[src/rtl/imm_encode_gen_if.sv]
// Request and instruction-word handshake bundle for imm_encode_gen.
// The master drives requests and consumes words; the slave is the encoder.
interface imm_encode_gen_if;
  logic        req_valid;
  logic        req_ready;
  logic [4:0]  req_fmt;
  logic        req_li;
  logic [6:0]  req_opcode;
  logic [2:0]  req_funct3;
  logic [4:0]  req_rd;
  logic [4:0]  req_rs1;
  logic [4:0]  req_rs2;
  logic [31:0] req_imm;
  logic        inst_valid;
  logic        inst_ready;
  logic [31:0] inst;
  logic        inst_last;
  logic        inst_err;

  modport master (
    output req_valid, req_fmt, req_li,
    output req_opcode, req_funct3,
    output req_rd, req_rs1, req_rs2,
    output req_imm, inst_ready,
    input  req_ready, inst_valid,
    input  inst, inst_last, inst_err
  );

  modport slave (
    input  req_valid, req_fmt, req_li,
    input  req_opcode, req_funct3,
    input  req_rd, req_rs1, req_rs2,
    input  req_imm, inst_ready,
    output req_ready, inst_valid,
    output inst, inst_last, inst_err
  );
endinterface

[src/rtl/imm_encode_gen.sv]
// RV32I instruction encoder with LI (LUI/ADDI) expansion.
// Define IMMENC_STATS_EN to add handshake/error counters.
module imm_encode_gen #(
  parameter logic [31:0] NOP_WORD = 32'h00000013
) (
  input  logic clk,
  input  logic rst,
  imm_encode_gen_if.slave bus
`ifdef IMMENC_STATS_EN
  ,
  output logic [31:0] stat_inst_cnt,
  output logic [15:0] stat_err_cnt
`endif
);

  typedef enum logic [1:0] {
    IDLE,
    EMIT,
    EMIT2
  } state_t;

  state_t      state_q, state_d;
  logic [31:0] inst_q, word2_q;
  logic        last_q, err_q;

  logic [31:0] imm;
  logic [4:0]  rd, rs1, rs2;
  logic [6:0]  opc;
  logic [2:0]  f3;
  logic        ok11, ok12, ok20;
  logic [19:0] hi;
  logic [31:0] lui_w;

  logic [4:0]  fmt_sel;
  logic [31:0] enc_word, enc_word2;
  logic        enc_last, enc_err;

  logic        hs, accept;

  assign imm = bus.req_imm;
  assign rd  = bus.req_rd;
  assign rs1 = bus.req_rs1;
  assign rs2 = bus.req_rs2;
  assign opc = bus.req_opcode;
  assign f3  = bus.req_funct3;

  assign ok11 = (&imm[31:11]) | ~(|imm[31:11]);
  assign ok12 = (&imm[31:12]) | ~(|imm[31:12]);
  assign ok20 = (&imm[31:20]) | ~(|imm[31:20]);

  // Rounded upper part so that ADDI's sign-extended lo lands on imm.
  assign hi    = imm[31:12] + {19'd0, imm[11]};
  assign lui_w = {hi, rd, 7'h37};

  always_comb begin
    enc_word  = NOP_WORD;
    enc_word2 = '0;
    enc_last  = 1'b1;
    enc_err   = 1'b0;
    fmt_sel   = $onehot(bus.req_fmt) ? bus.req_fmt : 5'd0;
    if (bus.req_li) begin
      if (ok11) begin
        enc_word = {imm[11:0], 5'd0, 3'd0, rd, 7'h13};
      end else if (imm[11:0] == 12'd0) begin
        enc_word = lui_w;
      end else begin
        enc_word  = lui_w;
        enc_word2 = {imm[11:0], rd, 3'd0, rd, 7'h13};
        enc_last  = 1'b0;
      end
    end else begin
      unique case (1'b1)
        fmt_sel[0]: begin
          enc_word = {imm[31:12], rd, opc};
          enc_err  = |imm[11:0];
        end
        fmt_sel[1]: begin
          enc_word = {imm[20], imm[10:1], imm[11],
                      imm[19:12], rd, opc};
          enc_err  = ~ok20 | imm[0];
        end
        fmt_sel[2]: begin
          enc_word = {imm[11:0], rs1, f3, rd, opc};
          enc_err  = ~ok11;
        end
        fmt_sel[3]: begin
          enc_word = {imm[12], imm[10:5], rs2, rs1,
                      f3, imm[4:1], imm[11], opc};
          enc_err  = ~ok12 | imm[0];
        end
        fmt_sel[4]: begin
          enc_word = {imm[11:5], rs2, rs1, f3,
                      imm[4:0], opc};
          enc_err  = ~ok11;
        end
        default: begin
          enc_word = NOP_WORD;
          enc_err  = 1'b1;
        end
      endcase
    end
  end

  assign bus.inst_valid = (state_q != IDLE);
  assign bus.inst       = inst_q;
  assign bus.inst_last  = last_q;
  assign bus.inst_err   = err_q;

  assign hs = bus.inst_valid && bus.inst_ready;
  assign bus.req_ready = rst &&
    ((state_q == IDLE) || (hs && last_q));
  assign accept = bus.req_valid && bus.req_ready;

  always_comb begin
    state_d = state_q;
    unique case (state_q)
      IDLE: if (accept) state_d = EMIT;
      EMIT: begin
        if (hs) begin
          if (!last_q)     state_d = EMIT2;
          else if (accept) state_d = EMIT;
          else             state_d = IDLE;
        end
      end
      EMIT2: begin
        if (hs) state_d = accept ? EMIT : IDLE;
      end
      default: state_d = IDLE;
    endcase
  end

  always_ff @(posedge clk) begin
    if (!rst) begin
      state_q <= IDLE;
      inst_q  <= '0;
      word2_q <= '0;
      last_q  <= 1'b0;
      err_q   <= 1'b0;
    end else begin
      state_q <= state_d;
      if (accept) begin
        inst_q  <= enc_word;
        word2_q <= enc_word2;
        last_q  <= enc_last;
        err_q   <= enc_err;
      end else if (state_q == EMIT && hs && !last_q) begin
        inst_q <= word2_q;
        last_q <= 1'b1;
        err_q  <= 1'b0;
      end
    end
  end

`ifdef IMMENC_STATS_EN
  always_ff @(posedge clk) begin
    if (!rst) begin
      stat_inst_cnt <= '0;
      stat_err_cnt  <= '0;
    end else if (hs) begin
      stat_inst_cnt <= stat_inst_cnt + 32'd1;
      if (err_q && stat_err_cnt != 16'hFFFF)
        stat_err_cnt <= stat_err_cnt + 16'd1;
    end
  end
`endif

endmodule

[src/flat_wrapper.sv]
// flat-port wrapper written by rule: the top's interface ports become plain ports
module imm_encode_gen_flat 
#(
  parameter logic [31:0] NOP_WORD = 32'h00000013
)
  (clk, rst, bus_req_valid, bus_req_fmt, bus_req_li, bus_req_opcode, bus_req_funct3, bus_req_rd, bus_req_rs1, bus_req_rs2, bus_req_imm, bus_inst_ready, bus_req_ready, bus_inst_valid, bus_inst, bus_inst_last, bus_inst_err);
  imm_encode_gen_if bus_i ();
  input  logic clk;
  input  logic rst;
  input wire logic [$bits(bus_i.req_valid)-1:0] bus_req_valid;
  input wire logic [$bits(bus_i.req_fmt)-1:0] bus_req_fmt;
  input wire logic [$bits(bus_i.req_li)-1:0] bus_req_li;
  input wire logic [$bits(bus_i.req_opcode)-1:0] bus_req_opcode;
  input wire logic [$bits(bus_i.req_funct3)-1:0] bus_req_funct3;
  input wire logic [$bits(bus_i.req_rd)-1:0] bus_req_rd;
  input wire logic [$bits(bus_i.req_rs1)-1:0] bus_req_rs1;
  input wire logic [$bits(bus_i.req_rs2)-1:0] bus_req_rs2;
  input wire logic [$bits(bus_i.req_imm)-1:0] bus_req_imm;
  input wire logic [$bits(bus_i.inst_ready)-1:0] bus_inst_ready;
  output wire logic [$bits(bus_i.req_ready)-1:0] bus_req_ready;
  output wire logic [$bits(bus_i.inst_valid)-1:0] bus_inst_valid;
  output wire logic [$bits(bus_i.inst)-1:0] bus_inst;
  output wire logic [$bits(bus_i.inst_last)-1:0] bus_inst_last;
  output wire logic [$bits(bus_i.inst_err)-1:0] bus_inst_err;
  assign bus_i.req_valid = bus_req_valid;
  assign bus_i.req_fmt = bus_req_fmt;
  assign bus_i.req_li = bus_req_li;
  assign bus_i.req_opcode = bus_req_opcode;
  assign bus_i.req_funct3 = bus_req_funct3;
  assign bus_i.req_rd = bus_req_rd;
  assign bus_i.req_rs1 = bus_req_rs1;
  assign bus_i.req_rs2 = bus_req_rs2;
  assign bus_i.req_imm = bus_req_imm;
  assign bus_i.inst_ready = bus_inst_ready;
  assign bus_req_ready = bus_i.req_ready;
  assign bus_inst_valid = bus_i.inst_valid;
  assign bus_inst = bus_i.inst;
  assign bus_inst_last = bus_i.inst_last;
  assign bus_inst_err = bus_i.inst_err;
  imm_encode_gen #(.NOP_WORD(NOP_WORD)) u_core (.clk(clk), .rst(rst), .bus(bus_i));
endmodule
[config.mk]
export PLATFORM = sky130hd
export DESIGN_NAME = imm_encode_gen_flat
export DESIGN_NICKNAME = d
export VERILOG_FILES = /design/src/rtl/imm_encode_gen_if.sv /design/src/rtl/imm_encode_gen.sv /design/src/flat_wrapper.sv
export SDC_FILE = /design/constraint.sdc
export NUM_CORES = 1
export LEC_CHECK = 0
export CORE_UTILIZATION = 40
export CTS_CLUSTER_DIAMETER = 60
export DETAILED_ROUTE_END_ITERATION = 6
export PLACE_DENSITY = 0.7
export SLEW_MARGIN = 25
export SYNTH_ARGS = -nofsm -noshare
export SYNTH_HDL_FRONTEND = slang
export SYNTH_SLANG_ARGS = --single-unit
export TNS_END_PERCENT = 100
[constraint.sdc]
create_clock -name clk -period 7.3 [get_ports clk]
set_input_delay 2.19 -clock clk [delete_from_list [all_inputs] [get_ports clk]]
set_output_delay 2.19 -clock clk [all_outputs]
set_load 0.02 [all_outputs]
==> flow_summary.toml, run 1 <==
[yosys]
synth_top_cell_by_area = "dfxtp_1"
ys_ff_latch = 54
synth_top_area_share_pct = 32.25
syn_area_sq_mm = 0.003352
synth_fp_nets = 496
synth_edf_count = 0
ys_types = 58
syn_avg_cell_area_sq_um = 7.943
ys_seq_area_share_pct = 32.25
synth_warnings = 0
yosys-top-cells-count = "64 x nand2_1, 54 x dfxtp_1, 32 x nor2_1, 28 x a21oi_1"
synth_cells = 422
synth_most_common_cell = "nand2_1"
ys_top_cells_by_area = "dfxtp_1 32%, nand2_1 7.2%, a22oi_1 4.5%, a21oi_1 4.2%, a21boi_0 3.6%"
synthFlopType = "dfxtp_1"
async_reset_ff_share_pct = 0

[clocking]
cts_setup_buffers = 0
clock_path_buffers = 2
cts_resized = 0
hold_buffers = 0
clk_pin_slew_ns = 0.11
htree_levels = 2
ctsRootBufferMaster = "clkbuf_8"
cts.sink_count = 54
numCtsBuffers = 5
cts_tree = "yes"
worstSkewPairLatency_ns = 0.32

[hold_path]
min_path_type = "flip-flop to flip-flop"
hold_path_depth = 2
hp-start = "u_core.word2_q[24]$_SDFFE_PN0P_"

[final_layout]
drive_gt1_share_pct = 5.906
multiInputGateArea_sq_mm = 0.002113
ff_latch_area_sq_mm = 0.001081
fill_cells = 784
nets = 581
insertedDiodeCount = 0
syn_to_final_growth_pct = 34.86

[worst_setup_path]
required_ns = 5.11
crit_end = "bus_req_ready"
crit_path_start_kind = "input pin"
path_max_fanout = 7
rr_worst_depth = 6
r2r-end = "u_core.bus.inst[7]$_SDFFE_PN0P_"
cp.arrival_ns = 3.68
rrSetupSlack_ns = 4.62
end_kind = "primary output"
path_class = "input pin to primary output"
cp-startpoint = "bus_inst_ready"
r2r_start = "u_core.state_q[1]$_SDFFE_PN0P_"

[grt]
grt_pass1_vias = 3529
gr-total-overflow = 0
grt_max_degree = 53
antenna_found_initial = 0
grt_pass1_wl_um = 18220
grt_usage_pct = 26.71

[floorplan]
row_count = 33
initial_core_util_pct = 41.00
die_h_um = 93.54
dieArea_sq_mm = 0.008750
ioPinCount = 103
coreArea_sq_mm = 0.008175
die_w_um = 93.54

[pwr]
ir_worst_vdd_mv = 0.09316
p_sw_uw = 264.8
p_leak_uw = 0.001542
p_int_uw = 535.1
pwr-share-clk_pct = 27.1
seqPwrFrac_pct = 41.4
comb_power_share_pct = 31.5
p_sw_share_pct = 33.11
p_total_uw = 800.0
p_per_area_mw_per_mm2 = 177.0

[timing]
rsz0062_at_grt = "false"
max_freq_mhz = 170.3
max_slew_margin_pct = 49.25
setup_ws_ns = 1.429
tns_ns = 0
finClkSkew_ns = 0.004392
min_period_ns = 5.871
tightest_slew_ns = 0.7584
slew_viol_final = 0
final.period_utilization_pct = 80.42
setup_viol = 0
hold_violations = 0

[run_status]
status = "finished clean"

[routing]
route.detailed.drc = 0
avgViaCountPerCell = 5.876
vias = 3602
drt-total-wl_um = 11260
routedWlPerCell_um = 18.37
drt-initial-drc-count = 355
ant_nets = 0
first_pass_iters = 6

[placement]
portBuffers = 102
gp_congestion = 0.8704
post-dp-hpwl_um = 8316
place_ws_ns = 1.231

[run]
cap_violations = 0
==> routing by layer <==
metal	part of all wire, %	GRT usage, %	wire length (um)	up-vias
met5	0	0	0	-
met2	47	44.49	5261	138
met3	6.3	4.390	712	15
li1	-	-	-	1748
met1	45	35.58	5081	1701
met4	1.8	7.308	204	0
==> how the worst min path moves through the flow <==
stage / end / slack [ns]
6_report: u_core.word2_q[24]$_SDFFE_PN0P_ / 0.48
5_1_grt: u_core.bus.inst[0]$_SDFFE_PN0P_ / 0.50
4_1_cts: u_core.word2_q[24]$_SDFFE_PN0P_ / 0.48
3_5_place_dp: u_core.word2_q[24]$_SDFFE_PN0P_ / 0.47
3_3_place_gp: u_core.bus.inst[0]$_SDFFE_PN0P_ / 0.45
2_1_floorplan: u_core.word2_q[29]$_SDFFE_PN0P_ / 0.44
==> cells in the final DEF (no fill, tap or decap), types with 2 or more instances in the layout <==
master,count
o22ai_2,2
mux2i_1,2
nand2b_1,4
nor4_1,12
xor2_1,9
a21boi_0,16
fa_1,2
a221oi_1,3
o221ai_1,10
nand3_1,12
a22oi_1,20
nand4_1,6
a21oi_1,28
o211ai_1,10
clkdlybuf4s50_1,102
a222oi_1,2
clkbuf_8,5
o211a_1,4
o21a_1,2
a32o_1,6
xnor2_1,8
o221a_2,4
nor3_1,4
and3_1,3
a31oi_1,7
nor2b_1,4
and2_1,2
a211oi_1,2
o21ai_0,20
nand2_1,64
or2_2,4
buf_4,4
nor2_1,31
a22o_1,4
ha_1,5
inv_1,7
nor3b_1,2
dfxtp_1,54
==> stage by stage <==
step	cell area (sq um)	instances	hold WS [ns]	util (%)
global route	4521	613	0.5023	55.30
global placement	4400	605	0.4535	53.83
detailed placement	4403	605	0.4660	53.86
floorplan	3352	422	0.4433	-
finish	4521	613	0.4776	55.30
CTS	4521	613	0.4811	55.30
==> power by group through the flow <==
stage                     clock network, uW  registers [uW]  logic (uW)
final                                   217             331         252
after global routing                    230             334         275
after CTS                               219             331         252
after detailed placement                  0             338         251
after global placement                    0             337         248
after floorplan                           0             356         113
==> cells by family (layout without fill, tap and decap cells) <==
logic type / count (synthesis) / in the layout / synth area share, %
AOI/OAI and AO/OA: 148 / 148 / 31.54
adders and majority gates: 7 / 7 / 3.061
xor gates and xnor gates: 17 / 17 / 4.442
DFF: 54 / 54 / 32.25
buffers and inverters: 35 / 121 / 4.964
and+or+nand+nor: 158 / 158 / 22.81
muxes: 3 / 3 / 0.9332
==> sequential cells by signal (all words and copies together) (netlist names) <==
signal / count
u_core.word2_q: 18
u_core.bus.inst_err: 1
u_core.state_q: 2
u_core.bus.inst: 32
u_core.bus.inst_last: 1
==> layout make-up <==
cell class              instances  share of cell area (%)
multi-input cells             333                   46.75
flip-flops and latches         54                   23.91
repair buffers                106                   23.25
clock buffers                   5                   1.522
inverters                       7                  0.5812
clock inverters                 3                   1.079
well taps                     105                   2.906
==> worst max-delay path, stage by stage <==
cell and delay (ns):
clkdlybuf4s50_1 0.59, o2bb2ai_1 0.16, and2_1 0.15, clkdlybuf4s50_1 0.59
No activity file was read; power rests on OpenSTA's default activity.
==> run 2, diff against run 1 <==
==> constraint.sdc (replaced) <==
create_clock -name clk -period 5.8 [get_ports clk]
set_input_delay 1.74 -clock clk [delete_from_list [all_inputs] [get_ports clk]]
set_output_delay 1.74 -clock clk [all_outputs]
set_load 0.02 [all_outputs]
==> run 2 against run 1 <==
Against the previous run:
- power is 27% higher
- register-to-register slack worse by 1.1 ns
- clock power rose by 31%
- worst setup slack got worse by 0.78 ns
- final area is 0.58% higher
- die area stayed put
- global-route usage decreased by 0.57 points
- sequential share of layout area down 0.14 points
- critical path depth increased by 7
- largest cell class unchanged
- largest power group unchanged
==> flow_summary.toml, run 2 (synthesized netlist as in run 1, its figures left out) <==
[pwr]
p_total_uw = 1020
ir_worst_vdd_mv = 0.09916
p_per_area_mw_per_mm2 = 224.2
p_leak_uw = 0.001562

[hold_path]
hold_path_depth = 2
hp-start = "u_core.bus.inst[5]$_SDFFE_PN0P_"
min_path_type = "flip-flop to flip-flop"
hold_end = "u_core.bus.inst[5]$_SDFFE_PN0P_"

[clocking]
clk_pin_slew_ns = 0.11
cts.sink_count = 54
cts_setup_buffers = 0
ctsRootBufferMaster = "clkbuf_8"
clock_path_buffers = 2
numCtsBuffers = 5
cts_resized = 0
hold_buffers = 0
cts_tree = "yes"
htree_levels = 2
worstSkewPairLatency_ns = 0.32

[placement]
portBuffers = 102
gp_congestion = 0.9063
post-dp-hpwl_um = 8175

[grt]
grt_pass1_vias = 3506
grt_max_degree = 53
grt_pass1_wl_um = 18020
antenna_found_initial = 0
grt_usage_pct = 26.14
gr-total-overflow = 0

[timing]
finClkSkew_ns = 0.006842
setup_viol = 0
holdWs_ns = 0.4635
rsz0062_at_grt = "false"
max_freq_mhz = 194.3
final.period_utilization_pct = 88.74
hold_violations = 0
slew_viol_final = 0
max_slew_margin_pct = 48.05
min_period_ns = 5.147
tightest_slew_ns = 0.7765
tns_ns = 0

[floorplan]
ioPinCount = 103
coreArea_sq_mm = 0.008175
initial_core_util_pct = 41.00
die_w_um = 93.54
dieArea_sq_mm = 0.008750
row_count = 33
die_h_um = 93.54

[final_layout]
fill_cells = 779
insertedDiodeCount = 0
final_util_pct = 55.62
nets = 584
largest_reg_flops = 32
most-common-layout-cells = "102 x clkdlybuf4s50_1, 64 x nand2_1, 54 x dfxtp_1, 31 x nor2_1, 28 x a21oi_1"
syn_to_final_growth_pct = 35.65
final_common_cell = "clkdlybuf4s50_1"
drive_gt1_share_pct = 6.458

[worst_setup_path]
end_kind = "flip-flop"
rrSetupSlack_ns = 3.52
r2r_start = "u_core.state_q[1]$_SDFFE_PN0P_"
r2r-end = "u_core.bus.inst[7]$_SDFFE_PN0P_"
path_max_fanout = 12
crit_path_start_kind = "input pin"
cp.arrival_ns = 5.41
path_class = "input pin to flip-flop"
required_ns = 6.06
rr_worst_depth = 7

[routing]
drt-initial-drc-count = 415
ant_nets = 0
vias = 3702
drt-total-wl_um = 11190
route.detailed.drc = 0
first_pass_iters = 5
avgViaCountPerCell = 6.010
routedWlPerCell_um = 18.16

[run_status]
status = "finished clean"

[run]
cap_violations = 0
## run 2: cell type report
| type | instances | area, sq um | share of cell area (%) |
|---|---|---|---|
| Multi-Input combinational cell | 333 | 2113 | 46.48 |
| Sequential cell | 54 | 1081 | 23.78 |
| Clock inverter | 2 | 38.79 | 0.8531 |
| Tap cell | 105 | 131.4 | 2.889 |
| Clock buffer | 6 | 82.58 | 1.816 |
| Timing Repair Buffer | 109 | 1074 | 23.61 |
| Inverter | 7 | 26.28 | 0.5779 |
## run 2: per-layer routing
metal	GRT usage, %	wire length, um
met5	0	0
met1	35.69	5018
met2	42.52	5018
met4	8.205	284
met3	3.496	865
## run 2: per-stage QoR
step,instances,worst slack [ns],area (sq um)
4_1_cts,616,0.7091,4547
6_report,616,0.6532,4547
2_1_floorplan,422,1.629,3352
3_5_place_dp,608,0.3771,4425
5_1_grt,616,0.3322,4547
3_3_place_gp,608,0.5649,4423
## run 2: power breakdown
group	switching (uW)	internal [uW]
Clock	141	143
Sequential	18.0	399
Combinational	175	143
## run 2: worst max-delay path by stage
stage | cells past startpoint | from | slack [ns] | to
floorplan | 3 | rst | 1.63 | bus_req_ready
global placement | 11 | bus_req_fmt[3] | 0.56 | u_core.bus.inst[7]$_SDFFE_PN0P_
detailed placement | 11 | bus_req_fmt[3] | 0.38 | u_core.bus.inst[7]$_SDFFE_PN0P_
CTS | 11 | bus_req_fmt[3] | 0.71 | u_core.bus.inst[7]$_SDFFE_PN0P_
global route | 11 | bus_req_fmt[3] | 0.33 | u_core.bus.inst[7]$_SDFFE_PN0P_
finish | 11 | bus_req_fmt[3] | 0.65 | u_core.bus.inst[7]$_SDFFE_PN0P_
## run 2: critical path, stage by stage
cell and delay, ns:
clkdlybuf4s50_1 0.56, ha_1 0.37, fa_1 0.16, inv_1 0.05, fa_1 0.49, nand3_1 0.29, a211oi_1 0.47, nand2_1 0.42
o21ai_0 0.57, a221oi_1 0.18, nor2_1 0.12
==> run 3, diff against run 2 <==
--- a/config.mk
+++ b/config.mk
@@ -8,7 +8,7 @@
 export CORE_UTILIZATION = 40
 export CTS_CLUSTER_DIAMETER = 60
 export DETAILED_ROUTE_END_ITERATION = 6
-export PLACE_DENSITY = 0.7
+export DONT_BUFFER_PORTS = 1
 export SLEW_MARGIN = 25
 export SYNTH_ARGS = -nofsm -noshare
 export SYNTH_HDL_FRONTEND = slang
==> constraint.sdc (replaced) <==
create_clock -name clk -period 6.09 [get_ports clk]
set_input_delay 1.827 -clock clk [delete_from_list [all_inputs] [get_ports clk]]
set_output_delay 1.827 -clock clk [all_outputs]
set_load 0.02 [all_outputs]
==> run 3 against run 2 <==
Against the previous run:
- core utilization down 13 points
- register-to-register slack got worse by 0.18 ns
- cell count shrank 17%
- hold slack improved by 0.0071 ns
- clock skew up 0.0047 ns
- count of clock-buffer cells in the layout stayed put
- via count fell by 11%
- first-iteration DRC count shrank 17%
- sequential cell count unchanged
- global-route usage decreased by 1.8 points
==> flow_summary.toml, run 3 (synthesized netlist as in run 1, its figures left out) <==
[run_status]
status = "finished clean"

[hold_path]
hold_path_depth = 2
hold_end = "u_core.word2_q[29]$_SDFFE_PN0P_"
hp-start = "u_core.word2_q[29]$_SDFFE_PN0P_"
min_path_type = "flip-flop to flip-flop"

[final_layout]
drive_gt1_share_pct = 7.160
largest_reg_flops = 32
nets = 478
insertedDiodeCount = 0
most-common-layout-cells = "64 x nand2_1, 54 x dfxtp_1, 31 x nor2_1, 28 x a21oi_1"
syn_to_final_growth_pct = 3.658
final_common_cell = "nand2_1"

[floorplan]
ioPinCount = 103
row_count = 33
coreArea_sq_mm = 0.008175
die_w_um = 93.54
dieArea_sq_mm = 0.008750
initial_core_util_pct = 41.00
die_h_um = 93.54

[worst_setup_path]
required_ns = 6.34
path_max_fanout = 20
rrSetupSlack_ns = 3.34
cp.arrival_ns = 4.96
path_class = "input pin to flip-flop"
r2r-end = "u_core.bus.inst[11]$_SDFFE_PN0P_"
crit_path_start_kind = "input pin"
rr_worst_depth = 6
r2r_start = "u_core.bus.inst_last$_SDFFE_PN0P_"
end_kind = "flip-flop"

[clocking]
ctsRootBufferMaster = "clkbuf_8"
cts_resized = 0
hold_buffers = 0
clk_pin_slew_ns = 0.11
worstSkewPairLatency_ns = 0.32
cts.sink_count = 54
cts_setup_buffers = 0
cts_tree = "yes"
clock_path_buffers = 2
numCtsBuffers = 5
htree_levels = 2

[timing]
max_slew_margin_pct = 48.66
tightest_slew_ns = 0.7672
final.period_utilization_pct = 77.31
finClkSkew_ns = 0.01158
min_period_ns = 4.708
max_freq_mhz = 212.4
rsz0062_at_grt = "false"
setup_viol = 0
tns_ns = 0
hold_violations = 0
slew_viol_final = 0

[grt]
grt_pass1_wl_um = 16430
antenna_found_initial = 0
grt_max_degree = 54
grt_pass1_vias = 2924
grt_usage_pct = 24.39
gr-total-overflow = 0

[routing]
vias = 3297
route.detailed.drc = 0
drt-initial-drc-count = 343
ant_nets = 0
avgViaCountPerCell = 6.465
routedWlPerCell_um = 20.81
first_pass_iters = 7
drt-total-wl_um = 10610

[pwr]
p_leak_uw = 0.001147
ir_worst_vdd_mv = 0.09149
p_total_uw = 814.0
p_per_area_mw_per_mm2 = 234.3

[run]
cap_violations = 0

[placement]
post-dp-hpwl_um = 7783
gp_congestion = 0.9393
portBuffers = 0
run 3: layer usage:
layer	up-vias	track usage [%]	wire [um]
met5	-	0	0
met4	0	7.692	206
met3	17	6.504	1049
met2	154	37.75	4843
met1	1578	32.90	4513
li1	1548	-	-
run 3: final cells by class:
cell class              instances  area [sq um]
clock buffers                   6         82.58
clock inverters                 2         17.52
fillers                       870          4701
inverters                       7         26.28
multi-input cells             333          2113
flip-flops and latches         54          1081
well taps                     105         131.4
repair buffers                  3         22.52
run 3: how the worst max path moves through the flow:
stage / start / end / depth (start not counted)
finish: bus_req_fmt[2] / u_core.bus.inst[11]$_SDFFE_PN0P_ / 10
detailed placement: bus_req_fmt[2] / u_core.bus.inst[11]$_SDFFE_PN0P_ / 10
CTS: bus_req_fmt[2] / u_core.bus.inst[11]$_SDFFE_PN0P_ / 10
global placement: bus_req_fmt[2] / u_core.bus.inst[7]$_SDFFE_PN0P_ / 10
floorplan: rst / bus_req_ready / 3
global route: bus_req_fmt[2] / u_core.bus.inst[7]$_SDFFE_PN0P_ / 10
run 3: report_power, final:
| part | internal, uW | switching (uW) |
|---|---|---|
| logic | 63.1 | 96.6 |
| registers | 380 | 46.1 |
| clock network | 94.2 | 134 |
| total | 537 | 277 |
run 3: critical path, stage by stage:
cell	delay [ns]
ha_1	0.28
fa_1	0.17
inv_1	0.05
fa_1	0.48
nand3_1	0.27
a211oi_1	0.42
nand2_1	0.53
nor3_1	0.63
nand2_1	0.12
a31oi_1	0.19
run 3: stage by stage:
step | util [%] | worst slack [ns] | hold WS, ns | std cells | cell area, sq um
after floorplan | - | 1.745 | 0.4433 | 422 | 3352
after global placement | 41.25 | 1.196 | 0.4537 | 502 | 3372
after detailed placement | 41.28 | 1.070 | 0.4609 | 502 | 3374
after CTS | 42.50 | 1.406 | 0.4742 | 510 | 3475
after global routing | 42.50 | 1.094 | 0.5072 | 510 | 3475
final | 42.50 | 1.382 | 0.4706 | 510 | 3475
